`src/rtl/edc_pkg.sv`:
```
// Shared constants and types for the read-side EDC path: data/check widths,
// the per-data-bit syndrome columns and the syndrome classification.
package edc_pkg;

    localparam int DATA_W  = 32;
    localparam int CHECK_W = 8;
    localparam int IDX_W   = 5;

    typedef enum logic [1:0] {
        CLEAN     = 2'd0,
        SEC_DATA  = 2'd1,
        SEC_CHECK = 2'd2,
        DED       = 2'd3
    } edc_class_e;

    // Column of data bit i, highest bit first. Bits 0..15 hit one of S[3:0] plus
    // one of S[5:4] and one of S[7:6]; bits 16..31 hit one of S[7:4] plus one of
    // S[1:0] and one of S[3:2], so every column is unique with weight 3.
    localparam logic [DATA_W-1:0][CHECK_W-1:0] DATA_COL = {
        8'h8A, 8'h4A, 8'h2A, 8'h1A,
        8'h86, 8'h46, 8'h26, 8'h16,
        8'h89, 8'h49, 8'h29, 8'h19,
        8'h85, 8'h45, 8'h25, 8'h15,
        8'hA8, 8'hA4, 8'hA2, 8'hA1,
        8'h68, 8'h64, 8'h62, 8'h61,
        8'h98, 8'h94, 8'h92, 8'h91,
        8'h58, 8'h54, 8'h52, 8'h51
    };

endpackage

```
`src/rtl/edc_syndrome_decode.sv`:
```
// Maps a syndrome to its error class and the index of the bit to flip
// (data bit index for SEC_DATA, check bit index for SEC_CHECK).
module edc_syndrome_decode
    import edc_pkg::*;
(
    input  logic [CHECK_W-1:0] syn_i,
    output logic [1:0]         cls_o,
    output logic [IDX_W-1:0]   idx_o
);

    logic [DATA_W-1:0] col_hit;

    generate
        for (genvar gi = 0; gi < DATA_W; gi++) begin : g_hit
            assign col_hit[gi] = (syn_i == DATA_COL[gi]);
        end
    endgenerate

    always_comb begin
        cls_o = DED;
        idx_o = '0;
        if (syn_i == '0) begin
            cls_o = CLEAN;
        end else if (|col_hit) begin
            cls_o = SEC_DATA;
            for (int k = 0; k < DATA_W; k++) begin
                if (col_hit[k]) idx_o = IDX_W'(k);
            end
        end else if ($countones(syn_i) == 1) begin
            cls_o = SEC_CHECK;
            for (int k = 0; k < CHECK_W; k++) begin
                if (syn_i[k]) idx_o = IDX_W'(k);
            end
        end
    end

endmodule

```
`src/rtl/edcg_mod.sv`:
```
// EDC check-bit generator. With r_i=0 it produces the check code of data_i;
// with r_i=1 it folds in the stored check bits and so yields the syndrome.
module edcg_mod
    import edc_pkg::*;
(
    input  logic [DATA_W-1:0]  data_i,
    input  logic [CHECK_W-1:0] check_i,
    input  logic               r_i,
    output logic [CHECK_W-1:0] code_o
);

    logic [DATA_W-1:0][CHECK_W-1:0] term;

    generate
        for (genvar gi = 0; gi < DATA_W; gi++) begin : g_term
            assign term[gi] = data_i[gi] ? DATA_COL[gi] : '0;
        end
    endgenerate

    always_comb begin
        code_o = r_i ? check_i : '0;
        for (int k = 0; k < DATA_W; k++) begin
            code_o = code_o ^ term[k];
        end
    end

endmodule

```
`src/rtl/edc_corrector.sv`:
```
// Read-side SEC/DED corrector: two-stage elastic pipeline (syndrome, then
// correction) with saturating event counters and a first-error log.
module edc_corrector
    import edc_pkg::*;
#(
    parameter int ADDR_W = 32,
    parameter int CNT_W  = 16
) (
    input  logic              i_clk,
    input  logic              i_rst_n,
    input  logic              i_valid,
    output logic              o_ready,
    input  logic [31:0]       i_data,
    input  logic [7:0]        i_check,
    input  logic [ADDR_W-1:0] i_addr,
    output logic              o_valid,
    input  logic              i_ready,
    output logic [31:0]       o_data,
    output logic [7:0]        o_check,
    output logic [7:0]        o_syndrome,
    output logic              o_sec,
    output logic              o_ded,
    input  logic              i_clr,
    output logic [CNT_W-1:0]  o_sec_cnt,
    output logic [CNT_W-1:0]  o_ded_cnt,
    output logic              o_log_valid,
    output logic              o_log_ded,
    output logic [ADDR_W-1:0] o_log_addr
);

    logic               s1_valid_q;
    logic [31:0]        s1_data_q;
    logic [7:0]         s1_check_q;
    logic [7:0]         s1_syn_q;
    logic [ADDR_W-1:0]  s1_addr_q;

    logic               s2_valid_q;
    logic [31:0]        s2_data_q;
    logic [7:0]         s2_check_q;
    logic [7:0]         s2_syn_q;
    logic               s2_sec_q;
    logic               s2_ded_q;
    logic [ADDR_W-1:0]  s2_addr_q;

    logic [CNT_W-1:0]   sec_cnt_q, sec_cnt_d;
    logic [CNT_W-1:0]   ded_cnt_q, ded_cnt_d;
    logic               log_valid_q, log_valid_d;
    logic               log_ded_q, log_ded_d;
    logic [ADDR_W-1:0]  log_addr_q, log_addr_d;

    logic               s1_load, s2_load, out_fire;
    logic [7:0]         in_syn;
    logic [1:0]         dec_cls;
    logic [IDX_W-1:0]   dec_idx;
    logic [31:0]        corr_data;
    logic [7:0]         corr_check;

    assign s2_load  = ~s2_valid_q | i_ready;
    assign s1_load  = ~s1_valid_q | s2_load;
    assign out_fire = s2_valid_q & i_ready;
    assign o_ready  = s1_load;

    edcg_mod u_gen (
        .data_i  (i_data),
        .check_i (i_check),
        .r_i     (1'b1),
        .code_o  (in_syn)
    );

    edc_syndrome_decode u_dec (
        .syn_i (s1_syn_q),
        .cls_o (dec_cls),
        .idx_o (dec_idx)
    );

    // DED words pass through raw; only a matched column or single check bit flips.
    always_comb begin
        corr_data  = s1_data_q;
        corr_check = s1_check_q;
        if (dec_cls == SEC_DATA) begin
            corr_data[dec_idx] = ~s1_data_q[dec_idx];
        end
        if (dec_cls == SEC_CHECK) begin
            corr_check[dec_idx[2:0]] = ~s1_check_q[dec_idx[2:0]];
        end
    end

    // Clear is applied first so an event transferring alongside it still counts.
    always_comb begin
        sec_cnt_d   = i_clr ? '0 : sec_cnt_q;
        ded_cnt_d   = i_clr ? '0 : ded_cnt_q;
        log_valid_d = i_clr ? 1'b0 : log_valid_q;
        log_ded_d   = i_clr ? 1'b0 : log_ded_q;
        log_addr_d  = i_clr ? '0 : log_addr_q;
        if (out_fire && s2_sec_q && (sec_cnt_d != '1)) begin
            sec_cnt_d = sec_cnt_d + CNT_W'(1);
        end
        if (out_fire && s2_ded_q && (ded_cnt_d != '1)) begin
            ded_cnt_d = ded_cnt_d + CNT_W'(1);
        end
        if (out_fire && (s2_sec_q || s2_ded_q) &&
            (!log_valid_d || (s2_ded_q && !log_ded_d))) begin
            log_valid_d = 1'b1;
            log_ded_d   = s2_ded_q;
            log_addr_d  = s2_addr_q;
        end
    end

    always_ff @(posedge i_clk or negedge i_rst_n) begin
        if (!i_rst_n) begin
            s1_valid_q  <= 1'b0;
            s1_data_q   <= '0;
            s1_check_q  <= '0;
            s1_syn_q    <= '0;
            s1_addr_q   <= '0;
            s2_valid_q  <= 1'b0;
            s2_data_q   <= '0;
            s2_check_q  <= '0;
            s2_syn_q    <= '0;
            s2_sec_q    <= 1'b0;
            s2_ded_q    <= 1'b0;
            s2_addr_q   <= '0;
            sec_cnt_q   <= '0;
            ded_cnt_q   <= '0;
            log_valid_q <= 1'b0;
            log_ded_q   <= 1'b0;
            log_addr_q  <= '0;
        end else begin
            if (s1_load) begin
                s1_valid_q <= i_valid;
                if (i_valid) begin
                    s1_data_q  <= i_data;
                    s1_check_q <= i_check;
                    s1_syn_q   <= in_syn;
                    s1_addr_q  <= i_addr;
                end
            end
            if (s2_load) begin
                s2_valid_q <= s1_valid_q;
                s2_sec_q   <= s1_valid_q & ((dec_cls == SEC_DATA) | (dec_cls == SEC_CHECK));
                s2_ded_q   <= s1_valid_q & (dec_cls == DED);
                if (s1_valid_q) begin
                    s2_data_q  <= corr_data;
                    s2_check_q <= corr_check;
                    s2_syn_q   <= s1_syn_q;
                    s2_addr_q  <= s1_addr_q;
                end
            end
            sec_cnt_q   <= sec_cnt_d;
            ded_cnt_q   <= ded_cnt_d;
            log_valid_q <= log_valid_d;
            log_ded_q   <= log_ded_d;
            log_addr_q  <= log_addr_d;
        end
    end

    assign o_valid     = s2_valid_q;
    assign o_data      = s2_data_q;
    assign o_check     = s2_check_q;
    assign o_syndrome  = s2_syn_q;
    assign o_sec       = s2_sec_q;
    assign o_ded       = s2_ded_q;
    assign o_sec_cnt   = sec_cnt_q;
    assign o_ded_cnt   = ded_cnt_q;
    assign o_log_valid = log_valid_q;
    assign o_log_ded   = log_ded_q;
    assign o_log_addr  = log_addr_q;

endmodule

```
`config.mk`:
```
export PLATFORM = sky130hd
export DESIGN_NAME = edc_corrector
export DESIGN_NICKNAME = d
export VERILOG_FILES = /design/src/rtl/edc_pkg.sv /design/src/rtl/edc_syndrome_decode.sv /design/src/rtl/edcg_mod.sv /design/src/rtl/edc_corrector.sv
export SDC_FILE = /design/constraint.sdc
export NUM_CORES = 1
export LEC_CHECK = 0
export ABC_AREA = 1
export BUFFER_PORTS_ARGS = -buffer_cell sky130_fd_sc_hd__buf_2
export CAP_MARGIN = 10
export CORE_MARGIN = 2
export CORE_UTILIZATION = 51
export CTS_CLUSTER_SIZE = 16
export DETAILED_ROUTE_END_ITERATION = 8
export PLACE_DENSITY = 0.76
export RECOVER_POWER = 100
export SLEW_MARGIN = 20
export SYNTH_ARGS = -nofsm -noshare
export SYNTH_HDL_FRONTEND = slang
export SYNTH_SLANG_ARGS = --single-unit
```
`constraint.sdc`:
```
create_clock -name i_clk -period 4.38 [get_ports i_clk]
set_input_delay 0.657 -clock i_clk [delete_from_list [all_inputs] [get_ports i_clk]]
set_output_delay 0.657 -clock i_clk [all_outputs]
set_load 0.1 [all_outputs]
```
==> flow_metrics.env <==
export IMPL_ios=195
export IMPL_met1_length_um=14200
export IMPL_drt_first_pass_iters=8
export IMPL_hold_violations=0
export IMPL_hold_class="primary input to flop"
export IMPL_maxSlewHeadroom_pct=-85.8
export IMPL_min_period_over_period_pct=102
export IMPL_numCtsBuffers=25
export IMPL_wl_met2_um=15300
export IMPL_yosys_top_cells_area="dfrtp_1 46%, nand2_1 12%, inv_1 6.8%, o21ai_0 6.5%, xnor2_1 4.6%"
export IMPL_fin_crit_ns=4.45
export IMPL_status="complete, but fails checks"
export IMPL_top_layer_used="met4"
export IMPL_max_freq_mhz=225
export IMPL_worstPathRequired_ns=4.79
export IMPL_cts_hold_buf=0
export IMPL_vias_per_cell=5.12
export IMPL_die_height_um=160
export IMPL_place_area_um2=13900
export IMPL_tritoncts="built"
export IMPL_worstMarginPinSlew_ns=2.79
export IMPL_routed_wirelength_um=33200
export IMPL_grt_max_degree=110
export IMPL_synth_seq_area_share_pct=46.5
export IMPL_clk_latency_ns=0.52
export IMPL_drt_first_iter_violations=1085
export IMPL_cts_num_sinks=230
export IMPL_synthArstFlopShare_pct=100
export IMPL_synthFlopType="dfrtp_1"
export IMPL_vias=10802
export IMPL_final_cell_mix="379 x nand2_1, 230 x dfrtp_1, 222 x inv_1"
export IMPL_hold_depth=3
export IMPL_rsz0062_at_grt="true"
export IMPL_wl_met3_um=2640
export IMPL_ant_nets=0
export IMPL_wl_per_cell_um=15.7
export IMPL_yosys_register_bits=230
export IMPL_clk_pin_slew_ns=0.06
export IMPL_fin_area_um2=15100
export IMPL_htree_levels=1
export IMPL_violations="capacitance limit, slew limit, setup timing"
export IMPL_final_cell_count_no_fill=2109
export IMPL_fill_cells=2108
export IMPL_dieArea_um2=25600
export IMPL_grt_ovfl_total=0
export IMPL_grt_total_usage_pct=25.2
export IMPL_cp_arrival_ns=4.86
export IMPL_syn_nets=1656
export IMPL_first_global_vias=10538
export IMPL_die_w_um=160
export IMPL_mappedNetlistArea_um2=12400
export IMPL_area_growth_pct=21.6
export IMPL_syn_inst=1551
export IMPL_syn_avg_cell_area_um2=7.99
export IMPL_place_congestion=0.896
export IMPL_rows=57
export IMPL_cp_start_kind="flop"
export IMPL_antenna_found_initial=1
export IMPL_cts_root_buf="clkbuf_16"
export IMPL_critical_path_class="flop to flop"
export IMPL_synth_edf_count=0
export IMPL_slew_violations=183
export IMPL_drcViolationCount=0
export IMPL_finalSetupViolCount=32
export IMPL_setup_ws_ns=-0.0689
export IMPL_place_inst=2051
export IMPL_start_util_pct=51.4
export IMPL_worstPathMaxFanout=8
export IMPL_pre_cts_ws_ns=-0.0965
export IMPL_synth_cell_type_count=38
export IMPL_final_common_cell="nand2_1"
export IMPL_fin_nets=1873
export IMPL_synth_top_area_cell="dfrtp_1"
export IMPL_grt_pass1_wl_um=53000
export IMPL_fin_worst_skew_ns=0.00991
export IMPL_core_um2=24100
export IMPL_yosysTopAreaCellShare_pct=46.5
export IMPL_hpwl_um=23000
export IMPL_crit_path_end_kind="flop"
export IMPL_port_buffers=194
export IMPL_max_cap_violations=3
export IMPL_drive_gt1_share_pct=20.9
export IMPL_ff2ff_path_depth=24
export IMPL_clockBufferDepth=3
export IMPL_ys_warn_count=0
export IMPL_hold_slack_ns=0.346
-- cell type report --
cell class | count | area [µm²] | area share (%)
flip-flops and latches | 230 | 5760 | 38.2
multi-input cells | 1029 | 5650 | 37.5
repair buffers | 250 | 1570 | 10.4
inverters | 232 | 875 | 5.81
clock buffers | 38 | 724 | 4.81
well taps | 324 | 405 | 2.69
clock inverters | 5 | 81.3 | 0.540
diodes | 1 | 2.50 | 0.0166
-- synth_stat cells, types with 11 or more instances --
cell type,count
nand3_2,31
o21ai_0,161
xnor2_1,65
xor2_1,53
dfrtp_1,230
nand2_2,11
nand2_1,391
inv_1,226
a21oi_1,38
nor2_1,135
clkbuf_1,45
nand3_1,70
ha_1,24
-- per-layer routing --
metal	vias to the layer above	track usage (%)
met4	0	7.25
li1	5243	-
met5	-	0
met3	78	3.32
met1	5058	34.8
met2	423	42.0
-- repair_timing --
action / CTS / global route
pin swaps: 0 / 14
setup endpoints to repair: 40 / 40
gates cloned: 0 / 6
setup buffers: 2 / 6
gates resized for setup: 3 / 46
-- worst max-delay path, cell delays in order (launching register included) --
cell,delay [ns]
dfrtp_1,0.43
ha_2,0.21
fa_1,0.53
fa_1,0.56
ha_2,0.17
fa_1,0.45
nor4_4,0.29
nand2_1,0.12
inv_2,0.10
nand2_2,0.06
nand3_4,0.10
nand2_8,0.08
buf_12,0.16
clkbuf_16,0.15
nand2_1,0.05
nand2_1,0.04
nand2_1,0.06
nand3_1,0.08
nand3_2,0.08
nand2_2,0.06
nand2_4,0.16
buf_12,0.17
nand3_2,0.07
nand2_2,0.06
nand2_1,0.06
-- logic make-up after synthesis --
| logic type | after synthesis | synth area share [%] |
|---|---|---|
| muxes | 1 | 0.0909 |
| adders and majority gates | 28 | 3.07 |
| and+or+nand+nor | 657 | 22.9 |
| DFF | 230 | 46.5 |
| buffers and inverters | 292 | 9.33 |
| xor gates and xnor gates | 118 | 8.34 |
| AOI/OAI and AO/OA | 225 | 9.78 |
-- flip-flops by register name, indices dropped and copies added (netlist names) --
register	count
s1_valid_q	1
s2_addr_q	32
o_valid	1
o_ded	1
o_log_addr	32
o_syndrome	8
o_log_ded	1
o_sec_cnt	16
s1_syn_q	8
o_check	8
o_data	32
s1_addr_q	32
s1_check_q	8
o_ded_cnt	16
s1_data_q	32
o_sec	1
o_log_valid	1
-- path summary, 6_finish.rpt --
kind	slack [ns]	endpoint	from
min	0.35	s1_addr_q[21]	i_addr[21]
min reg2reg	0.48	o_data[25]	o_data[25]
max reg2reg	-0.07	o_data[2]	s1_syn_q[4]
max in group asynchronous	0.90	o_log_addr[31]	i_rst_n
min in group asynchronous	0.95	o_log_addr[13]	i_rst_n
max	-0.07	o_data[2]	s1_syn_q[4]
-- stage by stage --
step	util [%]	TNS (ns)
final	62.5	-1.60
after global routing	62.5	-10.81
after CTS	61.1	0
after detailed placement	57.7	-2.28
after global placement	57.7	-0.000949
after floorplan	-	0
Power is left out: the tool's default activity adds up to more than one toggle a clock period on the data nets, which glitch-free logic cannot reach.
